File: src/rtl/stopwatch_ctrl.sv
// Stopwatch sequencing controller: conditions three raw push-buttons,
// runs the IDLE/RUN/LAP/PAUSE state machine, prescales clk into the
// counter's count-enable tick and issues clear / lap-capture strobes.
module stopwatch_ctrl #(
  parameter int TICK_DIV  = 1000000,
  parameter int DB_CYCLES = 1000000
) (
  input  logic       clk,
  input  logic       reset,
  input  logic       btn_start_stop,
  input  logic       btn_lap,
  input  logic       btn_clear,
  output logic       count_en,
  output logic       count_clr,
  output logic       lap_capture,
  output logic       lap_hold,
  output logic       running,
  output logic [1:0] state
);

  localparam int DBW = $clog2(DB_CYCLES);
  localparam int TW  = $clog2(TICK_DIV);
  localparam logic [DBW-1:0] DB_LAST   = DBW'(DB_CYCLES - 1);
  localparam logic [TW-1:0]  TICK_LAST = TW'(TICK_DIV - 1);

  typedef enum logic [1:0] {
    IDLE  = 2'b00,
    RUN   = 2'b01,
    LAP   = 2'b10,
    PAUSE = 2'b11
  } state_t;

  // Bit 0 = start/stop, bit 1 = lap, bit 2 = clear.
  logic [2:0] btn_raw;
  logic [2:0] press;

  assign btn_raw = {btn_clear, btn_lap, btn_start_stop};

  generate
    for (genvar gi = 0; gi < 3; gi++) begin : g_btn
      logic           sync1_reg;
      logic           sync2_reg;
      logic           level_reg;
      logic           level_d_reg;
      logic           press_reg;
      logic [DBW-1:0] cnt_reg;

      // Synchronize, debounce (level accepted after DB_CYCLES stable samples)
      // and turn each debounced rising edge into a one-cycle press pulse.
      always_ff @(posedge clk or posedge reset) begin
        if (reset) begin
          sync1_reg   <= 1'b0;
          sync2_reg   <= 1'b0;
          level_reg   <= 1'b0;
          level_d_reg <= 1'b0;
          press_reg   <= 1'b0;
          cnt_reg     <= '0;
        end else begin
          sync1_reg <= btn_raw[gi];
          sync2_reg <= sync1_reg;
          if (sync2_reg == level_reg) begin
            cnt_reg <= '0;
          end else if (cnt_reg == DB_LAST) begin
            level_reg <= sync2_reg;
            cnt_reg   <= '0;
          end else begin
            cnt_reg <= cnt_reg + DBW'(1);
          end
          level_d_reg <= level_reg;
          press_reg   <= level_reg & ~level_d_reg;
        end
      end

      assign press[gi] = press_reg;
    end
  endgenerate

  state_t         state_reg, state_next;
  logic           clr_next, cap_next, en_next;
  logic [TW-1:0]  presc_reg, presc_next;
  logic           start_p, clear_p, lap_p;
  logic           run_now, run_next;

  // Coincident presses: start/stop beats clear, clear beats lap.
  assign start_p = press[0];
  assign clear_p = press[2] & ~press[0];
  assign lap_p   = press[1] & ~press[0] & ~press[2];

  // Next state and the strobes that accompany each transition.
  always_comb begin
    state_next = state_reg;
    clr_next   = 1'b0;
    cap_next   = 1'b0;
    case (state_reg)
      IDLE: begin
        if (start_p)      state_next = RUN;
        else if (clear_p) clr_next   = 1'b1;
      end
      RUN: begin
        if (start_p) begin
          state_next = PAUSE;
        end else if (lap_p) begin
          state_next = LAP;
          cap_next   = 1'b1;
        end
      end
      LAP: begin
        if (start_p)    state_next = PAUSE;
        else if (lap_p) state_next = RUN;
      end
      PAUSE: begin
        if (start_p) begin
          state_next = RUN;
        end else if (clear_p) begin
          state_next = IDLE;
          clr_next   = 1'b1;
        end
      end
      default: state_next = IDLE;
    endcase
  end

  assign run_now  = (state_reg == RUN) || (state_reg == LAP);
  assign run_next = (state_next == RUN) || (state_next == LAP);

  // Prescaler advances only while staying in RUN/LAP, so a pause keeps the
  // partial tick and no tick can land in the first PAUSE cycle.
  always_comb begin
    presc_next = presc_reg;
    en_next    = 1'b0;
    if (run_now && run_next) begin
      if (presc_reg == TICK_LAST) begin
        presc_next = '0;
        en_next    = 1'b1;
      end else begin
        presc_next = presc_reg + TW'(1);
      end
    end else if (state_next == IDLE) begin
      presc_next = '0;
    end
  end

  // State, prescaler and single-cycle strobe registers.
  always_ff @(posedge clk or posedge reset) begin
    if (reset) begin
      state_reg   <= IDLE;
      presc_reg   <= '0;
      count_en    <= 1'b0;
      count_clr   <= 1'b0;
      lap_capture <= 1'b0;
    end else begin
      state_reg   <= state_next;
      presc_reg   <= presc_next;
      count_en    <= en_next;
      count_clr   <= clr_next;
      lap_capture <= cap_next;
    end
  end

  assign state    = state_reg;
  assign lap_hold = (state_reg == LAP);
  assign running  = (state_reg == RUN) || (state_reg == LAP);

endmodule

File: config.mk
export PLATFORM = sky130hd
export DESIGN_NAME = stopwatch_ctrl
export DESIGN_NICKNAME = d
export VERILOG_FILES = /design/src/rtl/stopwatch_ctrl.sv
export SDC_FILE = /design/constraint.sdc
export NUM_CORES = 1
export LEC_CHECK = 0
export BUFFER_PORTS_ARGS = -buffer_cell sky130_fd_sc_hd__buf_2
export CORE_MARGIN = 2
export CORE_UTILIZATION = 40
export DETAILED_ROUTE_END_ITERATION = 6
export RECOVER_POWER = 100
export SYNTH_ARGS = -nofsm -noshare
export SYNTH_HDL_FRONTEND = slang
export SYNTH_SLANG_ARGS = --single-unit
export TNS_END_PERCENT = 5
File: constraint.sdc
create_clock -name clk -period 4 [get_ports clk]
set_input_delay 0.4 -clock clk [delete_from_list [all_inputs] [get_ports clk]]
set_output_delay 0.4 -clock clk [all_outputs]
set_load 0.1 [all_outputs]
# After elaboration in Yosys (flattened, before gate mapping)
# Index checks and enable logic that the tools add are counted.
[op_classes] n_addsub=4 eq_ne=12 muxes=25 n_bitwise=14 reduce_logical=10
[op_table] op="two-way mux 20 bit" count=9
[op_table] op="adder 20 x 1 -> 20 bit (second input constant)" count=4
[op_table] op="== test 20 bit (second input constant)" count=4
[op_table] op="two-way mux 2 bit" count=7
[op_table] op="two-way mux 1 bit" count=8
[op_table] op="inverter 1 bit" count=8
[op_table] op="one-hot mux 2 bit (4 select lines)" count=1
[op_table] op="AND 1 bit" count=6
[op_table] op="== test 2 bit (second input constant)" count=3
[op_table] op="AND reduction 2 bit" count=3
[op_table] op="== test 2 x 1 -> 1 bit (second input constant)" count=2
[op_table] op="logical NOT 2 bit" count=2
[op_table] op="== test 1 bit" count=3
[op_table] op="logical OR 1 bit" count=2
[op_table] op="nonzero test 2 bit" count=1
[op_table] op="OR reduction 2 bit" count=1
[op_table] op="logical AND 1 bit" count=1
[totals] reg_bits=100 inputBits=5 word_cells=88

# Longest topological paths before layout
# Gate-level depths: netlist of run 1.
[depth] word_depth=10 mapped_depth=12 mapped_depth_nobuf=11

# Worst setup path before layout of run 1
# No wires, ideal clock.
[synth_timing] path_type="reg2reg" startpoint="register state_reg[1] (netlist: state[1])" endpoint="register presc_reg[16]" t_arrival_ns=3.667 t_required_ns=3.924 setup_slack_ns=0.257 stages_incl_launch_ff=11 path_buffers=1 synth_period_minus_slack_ns=3.743 cell_sequence="dfrtp_1 ha_1 a21oi_1 a211oi_1 a21oi_1 ha_1 nand2_1 a21o_4 buf_8 or3_1 o21ai_1"
[synth_lines] item="from (decl)" line="78" rtl="state_t state_reg, state_next;"
[synth_lines] item="from (signal assigned)" line="152" rtl="state_reg <= state_next;"
[synth_lines] item="== test 2 bit (*)"
[synth_lines] item="named net lap_hold" line="16" rtl="output logic lap_hold,"
[synth_lines] item="one-hot mux 2 bit (4 select lines)" line="94" rtl="case (state_reg)"
[synth_lines] item="== test 2 x 1 -> 1 bit / == test 2 bit (equally long branches)" line="124" rtl="assign run_next = (state_next == RUN) || (state_next == LAP);"
[synth_lines] item="logical OR 1 bit" line="124"
[synth_lines] item="logical AND 1 bit" line="131" rtl="if (run_now && run_next) begin"
[synth_lines] item="two-way mux 20 bit / nonzero test 2 bit (equally long branches)"
[synth_lines] item="to (signal assigned)" line="153" rtl="presc_reg <= presc_next;"
[synth_lines] item="to (decl)" line="80" rtl="logic [TW-1:0] presc_reg, presc_next;"
# The timed path passes the listed nets; every way through them passes the cells marked *.
# A chain may end at the register's enable or synchronous reset.

# Worst setup path in the final report of run 1
[layout_timing] startpoint="register state_reg[0] (netlist: state[0])" endpoint="register presc_reg[12]"
[layout_between] elab_chain_cells=7
[layout_lines] item="two-way mux 2 bit, on equally long branches" line="114, 102, 109"
[layout_lines] item="two-way mux 2 bit, on equally long branches" line="112, 100, 108"
[layout_lines] item="one-hot mux 2 bit (4 select lines)" line="94"
[layout_lines] item="== test 2 x 1 -> 1 bit / == test 2 bit (equally long branches)" line="124"
[layout_lines] item="logical OR 1 bit" line="124"
[layout_lines] item="logical AND 1 bit" line="131"
[layout_lines] item="two-way mux 20 bit / nonzero test 2 bit (equally long branches)"
# Several ways; a longest one is shown, not always the timed one.

==> results.ini, run 1 <==
[cells_and_area]
final_nets=504
layout-drive-gt1-share=0.06667
n_fill_cell=1154
syn2layout_area_growth_pct=9.324
finish.utilization=0.4434
num_antenna_cells=0
largest_register_ffs=60

[floorplanning]
core-area_um2=11910
start_util=0.4056
rows=40
die_w_um=113.9
die_h_um=113.9
io_pins=12
die-area_um2=12970

[global_routing]
grt_usage=0.1496
grt_first_pass_wirelength_um=15370
grt_antenna_before_repair=0
grt_max_degree=76
grt_pass1_vias=3341
grt.overflow.total=0

[worst_setup_path]
worst-setup-path-type=flop to flop
r2r_setup_slack_ns=0.67
worstReg2RegStart=state[0]
cp-end-kind=flop
cp.required_ns=4.28
reg2reg_depth=11
cp_data_arrival_time_ns=3.61
r2r-end=presc_reg[12]
crit_path_start_kind=flop
cp_max_fo=16

[logic_synthesis]
syn_area_um2=4831
synth_edf_count=0
synth_top_area_cell=dfrtp_1
syn_avg_cell_area_um2=10.11
yosysMostFrequentCell=dfrtp_1
syn_nets=492
yosysWarnings=0
synthTopCellsByArea=dfrtp_1 52%, xor2_1 6.9%, nor2_1 6.0%
ys_seq_area_frac=0.5180
syn_inst=478
synth_top_area_frac=0.5180
yosys-top-cells-count=100 x dfrtp_1, 77 x nor2_1, 38 x nand3_1, 38 x xor2_1, 34 x nand2_1
ys_seq_elements=100
ys.flop_type=dfrtp_1
ys_async_sr_fraction=1.000
synth_cell_types=55

[detailed_routing]
drt-pass1-iter-count=4
num_vias=3342
via_per_inst=5.206
drtIter0Drc=152
wl_per_cell_um=13.57
drc=0
postRouteAntennaNets=0
routed_wl_um=8712

[pwr]
irDropWorstVdd_uv=248.3
p_per_area_nw_per_um2=374.9
leakage_uw=0.002281

[clocking]
cts.repair.resized=0
hold_buffers=0
clockBufferDepth=2
h-tree-depth=3
cts_buffers=9
post_cts_buffers=0
root_buffer=clkbuf_16
clock-sinks=100
insertion_delay_ns=0.35
clkSlewWorstSetupHoldPaths_ns=0.07
cts_tree=yes

[placement]
port_buffers=11
hpwl_um=5829
place_congestion=0.7863

[sta]
min_period_over_period=0.8331
finalSetupViolCount=0
slew_viol_final=76
finClkSkew_ns=0.005093
fin_crit_ns=3.332
max_freq_mhz=300.1
rsz0062_at_grt=false
slew_headroom=-0.8340
setup_tns_ns=0
hold_viol=0
worst_pin_slew_ns=2.748

[hold_path]
holdPathStages=1
hp-class=primary input to flop
min_to=g_btn[1].sync1_reg
worstHoldStart=btn_lap

[status]
violations=capacitance limit, slew limit
outcome=complete, but fails checks

[job]
max-cap-violations=1

==> critical path, cell delays in order, from the launching register on <==
cell and delay (ns):
dfrtp_1 0.43, inv_1 0.09, ha_1 0.26, a21oi_1 0.18, nand2_1 0.07, a21oi_1 0.18
o32a_1 0.20, ha_1 0.15, nand2_1 0.22, a21oi_1 1.02, o21ai_0 0.24, a31oi_1 0.22
==> placed cells by master (no fill, tap or decap), types with 4 or more instances in the layout <==
cell	instances
nand2_1	35
nor3_1	8
xor2_1	38
xnor2_1	18
or3_1	12
clkbuf_1	7
nor4_1	6
o21ai_0	12
nand2b_1	4
and3_1	11
nor2_1	78
ha_1	9
nand3_1	38
nand4_1	17
buf_2	4
and4_1	5
inv_1	15
dfrtp_1	100
clkbuf_16	9
a21oi_1	14
==> routing by layer <==
metal / up-vias / track usage / wire, um
met5: - / 0 / 0
met4: 0 / 0.05935 / 139
met3: 7 / 0.04676 / 343
met2: 35 / 0.2363 / 3982
met1: 1629 / 0.1928 / 4247
li1: 1671 / - / -
==> through the flow <==
step | total power, uW | std cells | hold WS [ns] | setup slack [ns] | instance area (um2)
after floorplan | 1085 | 478 | 0.3312 | 0.2568 | 4831
after global placement | 1097 | 626 | 0.3349 | 1.337 | 5001
after detailed placement | 1098 | 626 | 0.3347 | 1.177 | 5001
after CTS | 2015 | 642 | 0.1377 | 1.130 | 5311
after global routing | 2061 | 642 | 0.1387 | 0.4276 | 5281
final | 1980 | 642 | 0.1522 | 0.6676 | 5281
==> kinds of logic after synthesis <==
group,after synthesis,share of synthesized area
and+or+nand+nor,239,0.2598
muxes,5,0.01114
xor gates and xnor gates,56,0.1015
adders and majority gates,9,0.02331
buffers and inverters,26,0.02797
DFF,100,0.5180
AOI/OAI and AO/OA,43,0.05828
==> power breakdown <==
group          switching, uW  internal (uW)
sequential              8.48           1020
clock                    397            509
combinational           34.5           10.2
total                    440           1540
==> area by class of cell <==
cell class | instances | area, um2 | share of cell area
Sequential cell | 100 | 2502 | 0.4738
Multi-Input combinational cell | 352 | 2177 | 0.4122
Clock buffer | 10 | 239.0 | 0.04525
Tap cell | 147 | 183.9 | 0.03483
Clock inverter | 6 | 71.32 | 0.01350
Inverter | 15 | 56.30 | 0.01066
Timing Repair Buffer | 12 | 51.30 | 0.009713
==> worst max path at each step <==
stage | start | to | slack, ns | cells after the start
after floorplan | state[1] | presc_reg[16] | 0.26 | 10
after global placement | state[1] | presc_reg[12] | 1.34 | 11
after detailed placement | state[1] | presc_reg[7] | 1.18 | 11
after CTS | state[0] | presc_reg[7] | 1.13 | 11
after global routing | state[0] | presc_reg[12] | 0.43 | 11
final | state[0] | presc_reg[12] | 0.67 | 11
Power figures use the tool's default switching activity.
==> run 2: changes to the inputs <==
==> constraint.sdc (replaced) <==
create_clock -name clk -period 3.5 [get_ports clk]
set_input_delay 0.35 -clock clk [delete_from_list [all_inputs] [get_ports clk]]
set_output_delay 0.35 -clock clk [all_outputs]
set_load 0.1 [all_outputs]
==> run 2 against run 1 <==
Against the previous run: power increased by 17%; the flow still finishes with violations (capacitance limit, slew limit); maximum frequency rose by 15%; global-route usage shrank 0.081 points; register-to-register slack worse by 0.06 ns; die area is the same; largest power group unchanged; non-clock buffer count grew 2; final area grew 0.31%; highest routed layer unchanged; critical path type unchanged; wire length up 0.45%; worst hold slack got worse by 0.049 ns.
==> results.ini, run 2 (synthesized netlist as in run 1, its figures left out) <==
[sta]
hold_viol=0  ; unchanged
finClkSkew_ns=0.003899  ; -0.001194 ns
slew_headroom=-0.4950  ; +0.3390
max_freq_mhz=345.3  ; +15%
worst_pin_slew_ns=2.240  ; -0.5079 ns
fin_crit_ns=2.896  ; -0.4364 ns
setup_ws_ns=0.6039  ; -0.06363 ns
rsz0062_at_grt=false
finalSetupViolCount=0  ; unchanged
setup_tns_ns=0  ; unchanged
min_period_over_period=0.8275  ; -0.005661
slew_viol_final=62  ; -18%

[cells_and_area]
final_nets=506  ; +0.40%
largest_register_ffs=60  ; unchanged
syn2layout_area_growth_pct=9.661
n_fill_cell=1146  ; -0.69%
layout-drive-gt1-share=0.06653  ; -0.0001344
final_common_cell=dfrtp_1
layout_common_cells=100 x dfrtp_1, 78 x nor2_1, 38 x nand3_1, 38 x xor2_1, 35 x nand2_1
num_antenna_cells=0  ; unchanged

[clocking]
hold_buffers=0  ; unchanged
insertion_delay_ns=0.35  ; about the same
clockBufferDepth=2  ; unchanged
h-tree-depth=3  ; unchanged
cts_buffers=9  ; unchanged
clkSlewWorstSetupHoldPaths_ns=0.07  ; about the same
post_cts_buffers=0  ; unchanged
cts.repair.resized=0  ; unchanged
cts_tree=yes
root_buffer=clkbuf_16
clock-sinks=100  ; unchanged

[global_routing]
met2_usage=0.2379  ; +0.001597
busiest_layer=met2
globalRouteMet3Util=0.04782  ; +0.001063
grt_usage=0.1487  ; -0.0008108
grt_pass1_vias=3328  ; -0.39%
grt_antenna_before_repair=0  ; unchanged
grt_max_degree=62  ; -18%
grt.overflow.total=0  ; unchanged
met1_usage=0.1915  ; -0.001331
grt_first_pass_wirelength_um=15400  ; +0.22%

[worst_setup_path]
cp_max_fo=16  ; unchanged
cp-end-kind=flop
cp_data_arrival_time_ns=3.17  ; -0.44 ns
worst-setup-path-type=flop to flop
crit_path_start_kind=flop
cp.required_ns=3.77  ; -0.51 ns

[detailed_routing]
postRouteAntennaNets=0  ; unchanged
wl_per_cell_um=13.61  ; +0.29%
via_per_inst=5.226  ; +0.38%
drtIter0Drc=177  ; +16%
num_vias=3360  ; +0.54%
drc=0  ; unchanged
routed_wl_um=8751  ; +0.45%
drt-pass1-iter-count=4  ; unchanged

[placement]
place_congestion=0.8149  ; +3.6%
port_buffers=11  ; unchanged
hpwl_um=5905  ; +1.3%
dp_slack_ns=0.6584  ; -0.5183 ns

[floorplanning]
rows=40  ; unchanged
core-area_um2=11910  ; unchanged
start_util=0.4056  ; unchanged
die_w_um=113.9  ; unchanged
die-area_um2=12970  ; unchanged
die_h_um=113.9  ; unchanged
io_pins=12  ; unchanged

[job]
max-cap-violations=1  ; unchanged

[status]
outcome=complete, but fails checks
violations=capacitance limit, slew limit

[pwr]
leakage_uw=0.002286  ; +0.22%
irDropWorstVdd_uv=383.6  ; +55%
p_per_area_nw_per_um2=435.8  ; +16%

[hold_path]
hp-class=primary input to flop

[run 2: worst max-delay path: stages (launching register included)]
cell and delay (ns):
dfrtp_1 0.44, inv_1 0.09, ha_1 0.24, a21oi_1 0.18, nand2_1 0.08, a21oi_1 0.18, o32a_1 0.19, ha_1 0.15
nand2_1 0.24, a21oi_2 0.62, o21ai_0 0.19, a31oi_1 0.20
[run 2: metal layers]
| metal | part of all wire | routed length, um | vias up |
|---|---|---|---|
| met1 | 0.48 | 4233 | 1652 |
| met2 | 0.47 | 4110 | 28 |
| li1 | - | - | 1673 |
| met4 | 0.015 | 128 | 0 |
| met5 | 0 | 0 | - |
| met3 | 0.032 | 279 | 7 |
[run 2: final timing paths]
kind	from	to	slack (ns)	cells past startpoint
min reg2reg	g_btn[0].sync1_reg	g_btn[0].sync2_reg	0.35	0
min	btn_clear	g_btn[2].sync1_reg	0.10	1
max reg2reg	state[1]	presc_reg[12]	0.60	11
max	state[1]	presc_reg[12]	0.60	11
max in group asynchronous	reset	g_btn[1].cnt_reg[19]	0.94	3
min in group asynchronous	reset	g_btn[0].cnt_reg[15]	0.76	2
[run 2: power breakdown]
group | internal [uW] | leakage [uW] | total (uW) | switching, uW
Sequential | 1170 | 0.00138 | 1180 | 9.77
Clock | 632 | 0.000157 | 1080 | 449
Combinational | 11.9 | 0.000753 | 51.7 | 39.8
[run 2: final cells by class]
type	instances	area, um2	share of cell area
Clock buffer	9	225.2	0.04251
Clock inverter	6	95.09	0.01795
Inverter	15	56.30	0.01063
Multi-Input combinational cell	352	2176	0.4107
Sequential cell	100	2502	0.4724
Tap cell	147	183.9	0.03472
Timing Repair Buffer	14	58.81	0.01110
[run 2: metrics by stage]
step                instances  total power, uW  area, um2  hold slack [ns]    util
finish                    643             2309       5298           0.1030  0.4447
global placement          628             1254       5019           0.3388  0.4213
global route              643             2416       5298          0.08233  0.4447
floorplan                 478             1240       4833           0.3312       -
CTS                       643             2350       5339          0.08534  0.4482
detailed placement        628             1256       5019           0.3364  0.4213
